**src/rtl/operand_buf_pkg.sv**
```systemverilog
// rtl/operand_buf_pkg.sv - shared defaults, derived sizes and bank state type for the operand ping-pong buffer
package operand_buf_pkg;

  localparam int DEF_DATA_W = 8;
  localparam int DEF_A_DIM  = 4;
  localparam int DEF_B_DIM  = 3;

  localparam int A_ELEMS = DEF_A_DIM * DEF_A_DIM;
  localparam int B_ELEMS = DEF_B_DIM * DEF_B_DIM;
  localparam int TOTAL   = A_ELEMS + B_ELEMS;
  localparam int CNT_W   = $clog2(TOTAL);

  typedef enum logic [1:0] {
    EMPTY   = 2'd0,
    FILLING = 2'd1,
    FULL    = 2'd2
  } bank_state_t;

endpackage

```
**src/rtl/operand_bank.sv**
```systemverilog
// rtl/operand_bank.sv - one operand bank: element storage, fill state and packed A/B views
module operand_bank
  import operand_buf_pkg::*;
#(
  parameter int DATA_W  = DEF_DATA_W,
  parameter int N_A     = A_ELEMS,
  parameter int N_B     = B_ELEMS,
  parameter int IDX_W   = CNT_W
) (
  input  logic                  clk,
  input  logic                  rst,
  input  logic                  i_we,
  input  logic [IDX_W-1:0]      i_idx,
  input  logic [DATA_W-1:0]     i_data,
  input  logic                  i_last,
  input  logic                  i_discard,
  input  logic                  i_release,
  input  logic                  i_clear,
  output bank_state_t           o_state,
  output logic [N_A*DATA_W-1:0] o_a,
  output logic [N_B*DATA_W-1:0] o_b
);

  localparam int N_TOT = N_A + N_B;

  logic [DATA_W-1:0] r_mem [N_TOT];
  bank_state_t       r_state;

  // Fill state: release empties a full bank, a write fills it, frame_start drops a partial frame
  always_ff @(posedge clk or negedge rst) begin
    if (!rst) begin
      r_state <= EMPTY;
    end else if (i_release) begin
      r_state <= EMPTY;
    end else if (i_we) begin
      r_state <= i_last ? FULL : FILLING;
    end else if (i_discard) begin
      r_state <= EMPTY;
    end
  end

  // Element storage: one write port addressed by stream index, optional whole-bank clear
  always_ff @(posedge clk or negedge rst) begin
    if (!rst) begin
      for (int i = 0; i < N_TOT; i++) r_mem[i] <= '0;
    end else begin
      for (int i = 0; i < N_TOT; i++) begin
        if (i_clear) begin
          r_mem[i] <= '0;
        end else if (i_we && (i_idx == IDX_W'(i))) begin
          r_mem[i] <= i_data;
        end
      end
    end
  end

  // Pack storage into the A and B buses, element 0 in the LSBs
  always_comb begin
    o_a = '0;
    o_b = '0;
    for (int i = 0; i < N_A; i++) o_a[i*DATA_W +: DATA_W] = r_mem[i];
    for (int j = 0; j < N_B; j++) o_b[j*DATA_W +: DATA_W] = r_mem[N_A + j];
  end

  assign o_state = r_state;

endmodule

```
**src/rtl/operand_pingpong_buffer.sv**
```systemverilog
// rtl/operand_pingpong_buffer.sv - two-bank operand buffer: serial A/B load, parallel presentation; OPERAND_BANK_CLEAR_EN zeroes a bank on release
module operand_pingpong_buffer
  import operand_buf_pkg::*;
#(
  parameter int DATA_W = DEF_DATA_W,
  parameter int A_DIM  = DEF_A_DIM,
  parameter int B_DIM  = DEF_B_DIM
) (
  input  logic                            clk,
  input  logic                            rst,
  input  logic                            frame_start,
  input  logic                            in_valid,
  output logic                            in_ready,
  input  logic [DATA_W-1:0]               in_data,
  output logic                            out_valid,
  input  logic                            out_release,
  output logic [A_DIM*A_DIM*DATA_W-1:0]   out_a,
  output logic [B_DIM*B_DIM*DATA_W-1:0]   out_b,
  output logic                            wr_bank_o,
  output logic                            rd_bank_o
);

  localparam int N_A   = A_DIM * A_DIM;
  localparam int N_B   = B_DIM * B_DIM;
  localparam int N_TOT = N_A + N_B;
  localparam int IDX_W = $clog2(N_TOT);

  logic [IDX_W-1:0] r_cnt;
  logic             r_wr_bank;
  logic             r_rd_bank;
  logic             r_rst_done;

  bank_state_t             w_state [2];
  logic [N_A*DATA_W-1:0]   w_a     [2];
  logic [N_B*DATA_W-1:0]   w_b     [2];
  logic [1:0]              w_we;
  logic [1:0]              w_discard;
  logic [1:0]              w_rel;
  logic [1:0]              w_clear;

  logic             w_wr_full;
  logic             w_accept;
  logic             w_fs;
  logic [IDX_W-1:0] w_idx;
  logic             w_last;
  logic             w_release;

  // A full write bank means both banks are occupied; a completed frame is never discarded
  assign w_wr_full = (w_state[r_wr_bank] == FULL);
  assign in_ready  = r_rst_done & ~w_wr_full;
  assign w_accept  = in_valid & in_ready;
  assign w_fs      = frame_start & ~w_wr_full;
  assign w_idx     = w_fs ? '0 : r_cnt;
  assign w_last    = (w_idx == IDX_W'(N_TOT - 1));

  assign out_valid = (w_state[r_rd_bank] == FULL);
  assign w_release = out_release & out_valid;

  // Element counter and write pointer: wrap on the last element flips to the other bank
  always_ff @(posedge clk or negedge rst) begin
    if (!rst) begin
      r_cnt     <= '0;
      r_wr_bank <= 1'b0;
    end else if (w_accept) begin
      if (w_last) begin
        r_cnt     <= '0;
        r_wr_bank <= ~r_wr_bank;
      end else begin
        r_cnt <= w_idx + 1'b1;
      end
    end else if (w_fs) begin
      r_cnt <= '0;
    end
  end

  // Read pointer advances only on a release of a full bank
  always_ff @(posedge clk or negedge rst) begin
    if (!rst) begin
      r_rd_bank <= 1'b0;
    end else if (w_release) begin
      r_rd_bank <= ~r_rd_bank;
    end
  end

  // Hold off in_ready for the first cycle after reset
  always_ff @(posedge clk or negedge rst) begin
    if (!rst) begin
      r_rst_done <= 1'b0;
    end else begin
      r_rst_done <= 1'b1;
    end
  end

  for (genvar g = 0; g < 2; g++) begin : g_bank
    assign w_we[g]      = w_accept  & (r_wr_bank == 1'(g));
    assign w_discard[g] = w_fs      & (r_wr_bank == 1'(g));
    assign w_rel[g]     = w_release & (r_rd_bank == 1'(g));
`ifdef OPERAND_BANK_CLEAR_EN
    assign w_clear[g]   = w_rel[g];
`else
    assign w_clear[g]   = 1'b0;
`endif

    operand_bank #(
      .DATA_W (DATA_W),
      .N_A    (N_A),
      .N_B    (N_B),
      .IDX_W  (IDX_W)
    ) u_bank (
      .clk       (clk),
      .rst       (rst),
      .i_we      (w_we[g]),
      .i_idx     (w_idx),
      .i_data    (in_data),
      .i_last    (w_last),
      .i_discard (w_discard[g]),
      .i_release (w_rel[g]),
      .i_clear   (w_clear[g]),
      .o_state   (w_state[g]),
      .o_a       (w_a[g]),
      .o_b       (w_b[g])
    );
  end

  assign out_a     = w_a[r_rd_bank];
  assign out_b     = w_b[r_rd_bank];
  assign wr_bank_o = r_wr_bank;
  assign rd_bank_o = r_rd_bank;

endmodule

```
**config.mk**
```make
export PLATFORM = sky130hd
export DESIGN_NAME = operand_pingpong_buffer
export DESIGN_NICKNAME = d
export VERILOG_FILES = /design/src/rtl/operand_buf_pkg.sv /design/src/rtl/operand_bank.sv /design/src/rtl/operand_pingpong_buffer.sv
export SDC_FILE = /design/constraint.sdc
export NUM_CORES = 1
export LEC_CHECK = 0
export CORE_MARGIN = 1.5
export CORE_UTILIZATION = 51
export DETAILED_ROUTE_END_ITERATION = 12
export PLACE_DENSITY = 0.77
export SYNTH_ARGS = -nofsm -noshare
export SYNTH_HDL_FRONTEND = slang
export SYNTH_SLANG_ARGS = --single-unit
```
**constraint.sdc**
```tcl
create_clock -name clk -period 2.56 [get_ports clk]
set_input_delay 0.512 -clock clk [delete_from_list [all_inputs] [get_ports clk]]
set_output_delay 0.512 -clock clk [all_outputs]
set_load 0.05 [all_outputs]
```
==> results of run 1 <==
==> flip-flops by register name (all words and copies together), names as in the netlist <==
register / flops
g_bank.u_bank.o_b: 144
rd_bank_o: 1
r_rst_done: 1
r_cnt: 5
g_bank.u_bank.o_a: 256
g_bank.u_bank.o_state: 4
wr_bank_o: 1
==> metal layers <==
metal / up-vias / part of all wire / wire, um
li1: 5107 / - / -
met1: 5867 / 0.45 / 19900
met2: 233 / 0.49 / 21700
met3: 72 / 0.038 / 1710
met4: 0 / 0.026 / 1150
met5: - / 0 / 0
==> final cells by class <==
type	count	area, um2
inverters	5	18.8
flip-flops and latches	412	10300
diodes	1	2.50
clock inverters	15	178
well taps	461	577
repair buffers	295	2470
fillers	2613	12800
multi-input cells	759	7930
clock buffers	64	1320
==> report_power, final <==
group | switching (mW) | internal (mW)
Clock | 2.55 | 3.96
Combinational | 0.355 | 0.157
Sequential | 0.0509 | 6.60
==> timing repair <==
item | 4_1_cts | 5_1_grt
resized for setup | 3 | 8
pin swaps | 0 | 3
endpoints found under the setup margin | 115 | 256
setup buffers | 0 | 3
hold endpoints to repair | 43 | 0
hold buffers | 1 | 0
==> worst min-delay path by stage <==
stage                                         start                              endpoint  cells past startpoint
6_report       g_bank[1].u_bank.o_a[18]$_DFFE_PN0P_  g_bank[1].u_bank.o_a[18]$_DFFE_PN0P_                      1
5_1_grt        g_bank[1].u_bank.o_a[11]$_DFFE_PN0P_  g_bank[1].u_bank.o_a[11]$_DFFE_PN0P_                      1
4_1_cts                                         rst  g_bank[0].u_bank.o_a[26]$_DFFE_PN0P_                      2
3_5_place_dp                                    rst  g_bank[1].u_bank.o_a[21]$_DFFE_PN0P_                      1
3_3_place_gp   g_bank[1].u_bank.o_a[77]$_DFFE_PN0P_  g_bank[1].u_bank.o_a[77]$_DFFE_PN0P_                      1
2_1_floorplan                                   rst   g_bank[0].u_bank.o_a[0]$_DFFE_PN0P_                      0
==> stage by stage <==
step           hold slack, ns  power (mW)   util  setup WS (ns)  TNS, ns
5_1_grt                 0.492        14.1  0.640        -0.0928    -6.61
3_5_place_dp            0.468        7.29  0.594         -0.154   -20.66
3_3_place_gp            0.463        7.27  0.594         -0.135   -13.99
4_1_cts                 0.486        13.8  0.637        -0.0598    -3.00
6_report                0.482        13.7  0.640        -0.0409   -0.918
2_1_floorplan           0.216        6.97      -         0.0273        0
==> kinds of logic (layout without fill, tap and decap cells) <==
| family | after synthesis | after routing | synth area share |
|---|---|---|---|
| muxes | 548 | 548 | 0.333 |
| buffers and inverters | 89 | 379 | 0.0198 |
| DFF | 412 | 412 | 0.556 |
| adders and majority gates | 6 | 6 | 0.00405 |
| and+or+nand+nor | 128 | 128 | 0.0524 |
| AOI/OAI and AO/OA | 76 | 76 | 0.0348 |
| other | 1 | 2 | 0.000202 |
==> layout by cell type (no fill, tap or decap), drive strengths merged, types with 3 or more instances in the layout <==
cell and instances:
nor3 5, nand4 14, dfrtp 412, buf 291, nor4 7, nor2b 3, mux2i 3, mux2 545
nor2 16, inv 5, nand3 19, ha 6, nand2 48, bufinv 4, nand3b 3, clkbuf 64
a21oi 3, o2bb2ai 56, clkdlybuf4s50 3, o21ai 4, clkinv 10
==> critical path, delay by kind of cell (launching register included) <==
kind     cells  cell delay [ns]
mux          1             0.43
flops        1             0.49
buf+inv      2             0.56
==> summary.md, run 1 <==
| Metric | Value |
|---|---|
| Outcome | complete, but fails checks |
| Failing checks | DRC, setup timing |
| Main area contributors after synthesis | sky130_fd_sc_hd__dfrtp_1 56%, sky130_fd_sc_hd__mux2_2 32%, sky130_fd_sc_hd__o2bb2ai_1 2.6% |
| Global-route wire length before repair | 70.4 mm |
| Most numerous cell types in the synthesized netlist | 533 x sky130_fd_sc_hd__mux2_2, 412 x sky130_fd_sc_hd__dfrtp_1, 59 x sky130_fd_sc_hd__clkbuf_1, 56 x sky130_fd_sc_hd__o2bb2ai_1, 37 x sky130_fd_sc_hd__nand2_1 |
| Final non-filler cell area | 22800 um2 |
| Count of nets left with antenna violations after detail routing | 0 |
| Cell type contributing the most total cell area after synthesis | sky130_fd_sc_hd__dfrtp_1 |
| Seq/Total Area, Yosys | 0.556 |
| Number of max-slew violations in the final report | 0 |
| Worst Setup Path Type | flop to output port |
| Largest net degree at the start of global routing | 82 |
| Core region area | 35700 um2 |
| Clock tree from TritonCTS | built |
| Maximum capacitance violations | 0 |
| Top-level port count | 217 |
| Initial antenna violation count | 1 |
| Port Buffer Count | 216 |
| GRT Util Overall | 0.240 |
| Cell with the most instances after synthesis | sky130_fd_sc_hd__mux2_2 |
| Vias per std cell | 5.61 |
| Number of sinks handled by clock tree synthesis | 412 |
| Final critical-path share of the clock period | 1.02 |
| Total of flip-flops plus latches after synthesis | 412 |
| Highest-delay cell along the critical path | sky130_fd_sc_hd__dfrtp_4 |
| Deepest clock path buffer count | 3 |
| Post-detailed-placement half-perimeter wirelength | 29.2 mm |
| Remaining Overflow, GRT | 0 |
| Post-synth ARST share | 1.00 |
| Most used DFF post-synth | sky130_fd_sc_hd__dfrtp_1 |
| Min-Delay Path Class | flop to flop |
| Ordered list of cells on the worst path | buf_16 > mux2_2 > buf_4 |
| Number of global-route vias before repair | 12.2k |
| Gate Count Post-Synth | 1260 |
| Final non-filler cell total | 2012 |
| Met1 Usage GRT | 0.327 |
| Starting utilization of the core area | 0.520 |
| Area after detailed placement | 21200 um2 |
| Die Width | 194 um |
| Startpoint of the most critical setup path | rd_bank_o$_DFFE_PN0N_ |
| R2R depth | 10 |
| Global placer's final weighted congestion | 0.773 |
| Final setup viols | 56 |
| Setup ws final | -0.0409 ns |
| PD cells | 600 nW/um2 |
| Min Tclk post-route | 2.60 ns |
| Syn Nets | 1279 |
| Max VDD drop | 0.000498 V |
| Worst Setup Start Kind | flop |
| Routed length per placed instance | 22.1 um |
| Top Usage Layer GRT | met2 |
| WP data required | 2.05 ns |
| DRC violations left | 11 |
| R2r setup slk | 0.12 ns |
| Largest stage delay on the critical path | 0.49 ns |
| Total number of vias | 11.3k |
| Num rows | 69 |
| Violation count after the first detailed-routing iteration | 530 |
| Reg-to-Reg End | g_bank[0].u_bank.o_a[122]$_DFFE_PN0P_ |
| Number of H-tree levels | 2 |
| Detailed Routing Iterations Pass 1 | 8 |
| Area overhead of the layout relative to synthesis | 23.0% |
| Met3 routing resource usage after global routing | 0.0336 |
| Skew-Pair Late Insertion Delay | 0.55 ns |
| Count of synthesis-stage warnings from yosys | 0 |
| Worst-path fanout max | 81 |
| Total Wirelength | 44.5 mm |
| Fin nets | 1535 |
| Mean cell area of the mapped netlist | 14.7 um2 |
| # placed instances | 1928 |
| Worst path arrival time | 2.09 ns |
| Maximum clock skew at final layout | 0.0113 ns |
| Clock-pin slew on the worst setup and hold paths | 0.06 ns |
| Endpoints failing hold | 0 |
| CP Capture Type | output port |
| Reported leakage power | 11.8 nW |
| Yosys cell types | 50 |
| Max transition margin | 0.307 |
| Cts bufs inserted | 43 |
| Post-synth EDFFs | 0 |
| Vertical extent of the die | 194 um |
| Launch instance of the worst register-to-register path | g_bank[0].u_bank.o_state[0]$_DFFE_PN0P_ |
| Fmax | 384 MHz |
| Cell area after technology mapping | 18500 um2 |
| Unrepaired setup endpoints after global routing | yes |
| Yosys top cell area share | 0.556 |
| Slew at the pin with the worst max-slew slack | 1.04 ns |
| Root cell of the clock tree | sky130_fd_sc_hd__clkbuf_16 |
| DIE AREA | 37500 um2 |
| Layout cells sized above 1 | 0.619 |
| Global Route met2 Usage | 0.398 |
| Crit path capture | out_b[6] |
Note: power is estimated with default switching activity, not from simulation.
==> inputs of run 2 (changes only) <==
--- a/config.mk
+++ b/config.mk
@@ -6,9 +6,9 @@
 export NUM_CORES = 1
 export LEC_CHECK = 0
 export CORE_MARGIN = 1.5
-export CORE_UTILIZATION = 51
+export CORE_UTILIZATION = 56
 export DETAILED_ROUTE_END_ITERATION = 12
-export PLACE_DENSITY = 0.77
+export PLACE_DENSITY = 0.8
 export SYNTH_ARGS = -nofsm -noshare
 export SYNTH_HDL_FRONTEND = slang
 export SYNTH_SLANG_ARGS = --single-unit
==> constraint.sdc (replaced) <==
create_clock -name clk -period 2.8 [get_ports clk]
set_input_delay 0.56 -clock clk [delete_from_list [all_inputs] [get_ports clk]]
set_output_delay 0.56 -clock clk [all_outputs]
set_load 0.05 [all_outputs]
==> run 2 against run 1 <==
  * The flow now finishes without violations
  * Flip-flop and latch count unchanged
  * Clock skew up 0.0051 ns
  * Routed wire length down 1.3%
  * Non-clock buffer count down 16
  * Combinational power down 10%
  * Clock-buffer cell count down 1
  * Sequential power down 8.7%
  * Critical path depth unchanged
  * Core utilization up 4.7 points
  * Power down 13%
  * Register-to-register slack better by 0.03 ns
  * Worst hold slack worse by 0.12 ns
  * Critical path type unchanged
  * Largest cell class unchanged
  * Largest power group unchanged
  * Highest routed layer unchanged
==> summary.md, run 2 (same netlist as run 1, synthesis figures left out) <==
| Metric | Value |
|---|---|
| Outcome | complete, no violations (was complete, but fails checks) |
| DIE AREA | 34200 um2 (was 37500 um2) |
| Layout cells sized above 1 | 0.605 (was 0.619) |
| Unrepaired setup endpoints after global routing | no (was yes) |
| Vertical extent of the die | 185 um (was 194 um) |
| Final Util | 0.687 (was 0.640) |
| Top-level port count | 217 (unchanged) |
| Number of max-slew violations in the final report | 0 (unchanged) |
| Remaining Overflow, GRT | 0 (unchanged) |
| Buffer and inverter count on the worst path | 2 (unchanged) |
| Core region area | 32500 um2 (was 35700 um2) |
| Delay-heaviest family, CP | buffers and inverters (unchanged) |
| Number of sinks handled by clock tree synthesis | 412 (unchanged) |
| Highest-delay cell along the critical path | sky130_fd_sc_hd__dfrtp_4 (unchanged) |
| Number of global-route vias before repair | 12.0k (was 12.2k) |
| Deepest clock path buffer count | 3 (unchanged) |
| PD cells | 532 nW/um2 (was 600 nW/um2) |
| Worst min-delay path startpoint | in_data[7] (was g_bank[1].u_bank.o_a[18]$_DFFE_PN0P_) |
| Cts bufs inserted | 42 (was 43) |
| Endpoints failing hold | 0 (unchanged) |
| Fin nets | 1518 (was 1535) |
| CP Capture Type | output port (unchanged) |
| Fmax | 377 MHz |
| Global-route wire length before repair | 69.3 mm (was 70.4 mm) |
| Min-Delay Path Class | primary input to flop (was flop to flop) |
| Post CTS Setup Buffer Count | 0 (unchanged) |
| Clock tree from TritonCTS | built (unchanged) |
| Worst-path fanout max | 74 (was 81) |
| WP data required | 2.24 ns (was 2.05 ns) |
| Area overhead of the layout relative to synthesis | 20.5% (was 23.0%) |
| Count of nets left with antenna violations after detail routing | 0 (unchanged) |
| Die Width | 185 um (was 194 um) |
| Starting utilization of the core area | 0.570 (was 0.520) |
| Worst Setup Path Type | flop to output port (unchanged) |
| Antenna diodes | 0 (was 1) |
| Routed length per placed instance | 22.3 um (was 22.1 um) |
| Largest net degree at the start of global routing | 77 (was 82) |
| Slew at the pin with the worst max-slew slack | 0.827 ns (was 1.04 ns) |
| Total of fill cells in the finished design | 2338 (was 2613) |
| Num rows | 66 (was 69) |
| Final critical-path share of the clock period | 0.947 |
| Number of flip-flops under the largest register name | 256 (unchanged) |
| DRC violations left | 0 (was 11) |
| Startpoint of the most critical setup path | rd_bank_o$_DFFE_PN0N_ (unchanged) |
| Post-detailed-placement half-perimeter wirelength | 28.9 mm (was 29.2 mm) |
| Number of H-tree levels | 2 (unchanged) |
| Worst Setup Start Kind | flop (unchanged) |
| Port Buffer Count | 216 (unchanged) |
| R2r setup slk | 0.15 ns (was 0.12 ns) |
| Ordered list of cells on the worst path | buf_12 > mux2_2 > buf_4 (was buf_16 > mux2_2 > buf_4) |
| Leading cell type in the layout, fill and taps excluded | sky130_fd_sc_hd__mux2_2 (unchanged) |
| GRT Util Overall | 0.264 (was 0.240) |
| Root cell of the clock tree | sky130_fd_sc_hd__clkbuf_16 (unchanged) |
| Post-CTS sizing | 0 (was 3) |
| Final setup viols | 0 (was 56) |
| Max VDD drop | 0.000474 V (was 0.000498 V) |
| Total Wirelength | 43.9 mm (was 44.5 mm) |
| Worst path arrival time | 2.09 ns (about the same) |
| Maximum capacitance violations | 0 (unchanged) |
| Initial antenna violation count | 0 (was 1) |
| Largest stage delay on the critical path | 0.50 ns (was 0.49 ns) |
| Launch instance of the worst register-to-register path | wr_bank_o$_DFFE_PN0P_ (was g_bank[0].u_bank.o_state[0]$_DFFE_PN0P_) |
| Vias per std cell | 5.75 (was 5.61) |
| Final worst hold slack | 0.360 ns (was 0.482 ns) |
| Fin Setup TNS | 0 ns (was -0.918 ns) |
| Maximum clock skew at final layout | 0.0164 ns (was 0.0113 ns) |
| Skew-Pair Late Insertion Delay | 0.54 ns (was 0.55 ns) |
| Commonest cells after routing, fill and taps aside | 533 x sky130_fd_sc_hd__mux2_2, 410 x sky130_fd_sc_hd__dfrtp_1, 248 x sky130_fd_sc_hd__buf_4, 56 x sky130_fd_sc_hd__o2bb2ai_1, 43 x sky130_fd_sc_hd__clkbuf_16 (was 531 x sky130_fd_sc_hd__mux2_2, 410 x sky130_fd_sc_hd__dfrtp_1, 261 x sky130_fd_sc_hd__buf_4, 56 x sky130_fd_sc_hd__o2bb2ai_1, 45 x sky130_fd_sc_hd__clkbuf_16) |
| Global placer's final weighted congestion | 0.846 (was 0.773) |
| Clock-pin slew on the worst setup and hold paths | 0.06 ns (about the same) |
| Reported leakage power | 11.6 nW (was 11.8 nW) |
| Detailed Routing Iterations Pass 1 | 5 (was 8) |
| Max transition margin | 0.447 (was 0.307) |
| Total number of vias | 11.3k (about the same) |
| Violation count after the first detailed-routing iteration | 641 (was 530) |
| Min Tclk post-route | 2.65 ns |
==> run 2: cell count changes in the layout (fill, tap and decap cells not counted), sizes merged <==
cell	previous run	this run
bufinv	4	1
clkdlybuf4s50	3	4
clkinv	10	5
clkbuf	64	63
buf	291	274
diode	1	0
inv	5	6
==> run 2: repair_timing <==
item,CTS,global route
endpoints found under the setup margin,0,0
hold endpoints to repair,47,0
hold buffers,1,0
==> run 2: final cells by class <==
type / instances / area, um2 / share of cell area
inverters: 5 / 18.8 / 0.000840
clock inverters: 8 / 71.3 / 0.00319
flip-flops and latches: 412 / 10300 / 0.462
well taps: 442 / 553 / 0.0247
clock buffers: 63 / 1220 / 0.0546
multi-input cells: 759 / 7860 / 0.352
repair buffers: 279 / 2310 / 0.103
==> run 2: per-layer routing <==
metal  vias to the layer above  part of all wire  routed length (um)  GRT usage
li1                       5057                 -                   -          -
met3                        60             0.049                2170     0.0456
met2                       272              0.48               21300      0.429
met4                         0             0.021                 911     0.0732
met1                      5918              0.45               19600      0.367
met5                         -                 0                   0          0
==> run 2: worst register-to-register path: cells and delay by family, from the launching register on <==
family,cells,cell delay (ns)
AND/OR/NAND/NOR,6,1.30
flip-flops,1,0.39
multiplexers,1,0.38
adder cells (fa/ha/maj),1,0.29
buffers and inverters,1,0.19
==> run 2: through the flow <==
stage	setup WS [ns]	cell area, um2	power [mW]	cells
after CTS	0.140	22300	12.0	1968
after detailed placement	-0.0266	21000	6.66	1896
after floorplan	0.00247	18500	6.37	1260
after global placement	0.0474	21000	6.64	1896
after global routing	0.0271	22300	12.3	1968
final	0.149	22300	11.9	1968
==> run 2: path summary, 6_finish.rpt <==
| check | end | depth (start not counted) |
|---|---|---|
| setup reg to reg | g_bank[1].u_bank.o_a[103]$_DFFE_PN0P_ | 9 |
| min in group asynchronous | g_bank[0].u_bank.o_a[72]$_DFFE_PN0P_ | 2 |
| hold / removal | g_bank[1].u_bank.o_a[7]$_DFFE_PN0P_ | 2 |
| hold reg to reg | g_bank[1].u_bank.o_a[16]$_DFFE_PN0P_ | 1 |
| setup / recovery | out_a[99] | 3 |
| max in group asynchronous | g_bank[0].u_bank.o_b[23]$_DFFE_PN0P_ | 4 |
==> run 2: report_power, final <==
group	internal, mW	leakage, nW	switching (mW)
sequential	6.04	5.71	0.0461
clock	3.09	0.634	2.24
combinational	0.139	5.21	0.321
==> inputs of run 3 (changes only) <==
--- a/config.mk
+++ b/config.mk
@@ -5,10 +5,12 @@
 export SDC_FILE = /design/constraint.sdc
 export NUM_CORES = 1
 export LEC_CHECK = 0
+export CELL_PAD_IN_SITES_DETAIL_PLACEMENT = 0
+export CELL_PAD_IN_SITES_GLOBAL_PLACEMENT = 1
 export CORE_MARGIN = 1.5
-export CORE_UTILIZATION = 56
+export CORE_UTILIZATION = 47
 export DETAILED_ROUTE_END_ITERATION = 12
-export PLACE_DENSITY = 0.8
+export PLACE_DENSITY_LB_ADDON = 0.1
 export SYNTH_ARGS = -nofsm -noshare
 export SYNTH_HDL_FRONTEND = slang
 export SYNTH_SLANG_ARGS = --single-unit
==> run 3 against run 2 <==
  * Clock skew is 0.0052 ns lower
  * First-iteration DRC count is 30% lower
  * Core utilization is 10 points lower
  * Routed wire length is 5.7% higher
  * Setup slack worse by 0.079 ns
  * Combinational power hardly changed
  * Sequential share of layout area is 0.71 points lower
  * Flip-flop and latch count stayed put
  * Critical endpoint is now out_a[53]
  * Clock power is 5.6% higher
  * Non-clock buffer count is 9 higher
  * Critical path depth is 1 higher
  * Worst hold slack worse by 0.33 ns
==> summary.md, run 3 (same netlist as run 1, synthesis figures left out) <==
| Metric | Value |
|---|---|
| Outcome | complete, no violations (unchanged) |
| Number of buffers added to fix hold violations after cts | 0 (was 1) |
| Final Util | 0.585 (was 0.687) |
| Met3 wire length | 2.51 mm (was 2.17 mm) |
| Final worst hold slack | 0.0284 ns (was 0.360 ns) |
| Min Tclk post-route | 2.73 ns (was 2.65 ns) |
| Max layer used | met4 (unchanged) |
| Total of fill cells in the finished design | 3184 (was 2338) |
| Port Buffer Count | 216 (unchanged) |
| Count of nets left with antenna violations after detail routing | 0 (unchanged) |
| Launch instance of the worst register-to-register path | wr_bank_o$_DFFE_PN0P_ (unchanged) |
| DRC violations left | 0 (unchanged) |
| Total power after layout | 12.2 mW (was 11.9 mW) |
| Fmax | 366 MHz (was 377 MHz) |
| Maximum capacitance violations | 0 (unchanged) |
| Wire length on met2 | 23.1 mm (was 21.3 mm) |
| Total number of vias | 11.3k (about the same) |
| Global-route wire length before repair | 72.5 mm (was 69.3 mm) |
| Min-Delay Path Class | primary input to asynchronous set/reset pin (was primary input to flop) |
| Worst slack, placed | 0.0304 ns (was -0.0266 ns) |
| Starting utilization of the core area | 0.478 (was 0.570) |
| Vias per std cell | 5.48 (was 5.75) |
| Antenna diodes | 0 (unchanged) |
| Detailed Routing Iterations Pass 1 | 4 (was 5) |
| Final critical-path share of the clock period | 0.975 (was 0.947) |
| Reg-to-Reg End | g_bank[1].u_bank.o_a[110]$_DFFE_PN0P_ (was g_bank[1].u_bank.o_a[103]$_DFFE_PN0P_) |
| # placed instances | 1979 (was 1896) |
| Reported leakage power | 11.7 nW (was 11.6 nW) |
| Area overhead of the layout relative to synthesis | 22.4% (was 20.5%) |
| Remaining Overflow, GRT | 0 (unchanged) |
| Vertical extent of the die | 202 um (was 185 um) |
| DIE AREA | 40600 um2 (was 34200 um2) |
| Deepest clock path buffer count | 3 (unchanged) |
| Commonest cells after routing, fill and taps aside | 533 x sky130_fd_sc_hd__mux2_2, 410 x sky130_fd_sc_hd__dfrtp_1, 231 x sky130_fd_sc_hd__buf_4, 56 x sky130_fd_sc_hd__o2bb2ai_1, 47 x sky130_fd_sc_hd__clkbuf_16 (was 533 x sky130_fd_sc_hd__mux2_2, 410 x sky130_fd_sc_hd__dfrtp_1, 248 x sky130_fd_sc_hd__buf_4, 56 x sky130_fd_sc_hd__o2bb2ai_1, 43 x sky130_fd_sc_hd__clkbuf_16) |
| Core region area | 38800 um2 (was 32500 um2) |
| Initial antenna violation count | 0 (unchanged) |
| Num rows | 72 (was 66) |
| Area after detailed placement | 21200 um2 (was 21000 um2) |
| Skew-Pair Late Insertion Delay | 0.57 ns (was 0.54 ns) |
| R2R depth | 8 (was 9) |
| GRT Util Overall | 0.233 (was 0.264) |
| Final non-filler cell total | 2057 (was 1968) |
| Routed length on met1 | 20.3 mm (was 19.6 mm) |
| Setup ws final | 0.0696 ns (was 0.149 ns) |
| PD cells | 537 nW/um2 (was 532 nW/um2) |
| Max VDD drop | 0.000476 V (was 0.000474 V) |
| R2r setup slk | 0.17 ns (was 0.15 ns) |
| Routed length per placed instance | 22.6 um (was 22.3 um) |
| Final setup viols | 0 (unchanged) |
| Worst Setup Path Type | flop to output port (unchanged) |
| Slew at the pin with the worst max-slew slack | 0.850 ns (was 0.827 ns) |
| CP Capture Type | output port (unchanged) |
| Layout cells sized above 1 | 0.596 (was 0.605) |
| Largest net degree at the start of global routing | 78 (was 77) |
| Number of H-tree levels | 2 (unchanged) |
| Clock-pin slew on the worst setup and hold paths | 0.06 ns (about the same) |
| Post-detailed-placement half-perimeter wirelength | 30.1 mm (was 28.9 mm) |
| Number of flip-flops under the largest register name | 256 (unchanged) |
| Total Wirelength | 46.5 mm (was 43.9 mm) |
| Worst-path fanout max | 55 (was 74) |
| Max transition margin | 0.433 (was 0.447) |
| WP data required | 2.24 ns (about the same) |
| Final non-filler cell area | 22700 um2 (was 22300 um2) |
| Unrepaired setup endpoints after global routing | no (unchanged) |
| Number of max-slew violations in the final report | 0 (unchanged) |
| Fin Setup TNS | 0 ns (unchanged) |
| Maximum clock skew at final layout | 0.0112 ns (was 0.0164 ns) |
| Root cell of the clock tree | sky130_fd_sc_hd__clkbuf_16 (unchanged) |
| Global placer's final weighted congestion | 0.793 (was 0.846) |
| Worst path arrival time | 2.17 ns (was 2.09 ns) |
| Cts bufs inserted | 45 (was 42) |
| Violation count after the first detailed-routing iteration | 448 (was 641) |
| Top-level port count | 217 (unchanged) |
| Number of sinks handled by clock tree synthesis | 412 (unchanged) |
| Die Width | 202 um (was 185 um) |
| Leading cell type in the layout, fill and taps excluded | sky130_fd_sc_hd__mux2_2 (unchanged) |
| Number of global-route vias before repair | 12.2k (was 12.0k) |
| Endpoints failing hold | 0 (unchanged) |
| Clock tree from TritonCTS | built (unchanged) |
| Fin nets | 1530 (was 1518) |
| Worst Setup Start Kind | flop (unchanged) |
[run 3: cell count changes in the layout (fill, tap and decap cells not counted), sizes merged, moves of 2 or more]
cell / delta
dlygate4sd2: +24
buf: -15
clkbuf: +2
clkinv: +2
[run 3: timing repair]
| action | CTS | global route |
|---|---|---|
| setup endpoints to repair | 167 | 0 |
| resized for setup | 26 | 0 |
| buffers inserted | 2 | 0 |
[run 3: cell type report]
| class | count | area (um2) | area share |
|---|---|---|---|
| flip-flops and latches | 412 | 10300 | 0.454 |
| multi-input cells | 759 | 7860 | 0.346 |
| repair buffers | 288 | 2450 | 0.108 |
| clock buffers | 65 | 1340 | 0.0592 |
| well taps | 518 | 648 | 0.0286 |
| clock inverters | 10 | 58.8 | 0.00259 |
| inverters | 5 | 18.8 | 0.000827 |
[run 3: report_power, final]
part,internal [mW],switching [mW],leakage (nW)
clock,3.31,2.33,0.693
sequential,6.04,0.0430,5.71
combinational,0.138,0.324,5.34
[run 3: worst max-delay path, stage by stage (launching register included)]
cell and delay (ns):
sky130_fd_sc_hd__dfrtp_4 0.45, sky130_fd_sc_hd__buf_16 0.19, sky130_fd_sc_hd__buf_12 0.32, sky130_fd_sc_hd__mux2_2 0.40, sky130_fd_sc_hd__buf_4 0.20
[run 3: worst max path at each step]
stage                                      from                                     to  slack, ns  cells past startpoint
after floorplan           wr_bank_o$_DFFE_PN0P_  g_bank[1].u_bank.o_a[100]$_DFFE_PN0P_      0.002                     10
after global placement              frame_start   g_bank[1].u_bank.o_a[99]$_DFFE_PN0P_       0.04                      8
after detailed placement               in_valid   g_bank[0].u_bank.o_b[43]$_DFFE_PN0P_       0.03                      6
after CTS                 rd_bank_o$_DFFE_PN0N_                              out_a[26]       0.03                      4
after global routing      rd_bank_o$_DFFE_PN0N_                              out_a[56]      0.001                      4
final                     rd_bank_o$_DFFE_PN0N_                              out_a[53]       0.07                      4
[run 3: per-layer routing]
metal / vias up / GRT usage
li1: 5100 / -
met1: 5937 / 0.303
met2: 190 / 0.395
met3: 40 / 0.0577
met4: 0 / 0.0504
met5: - / 0
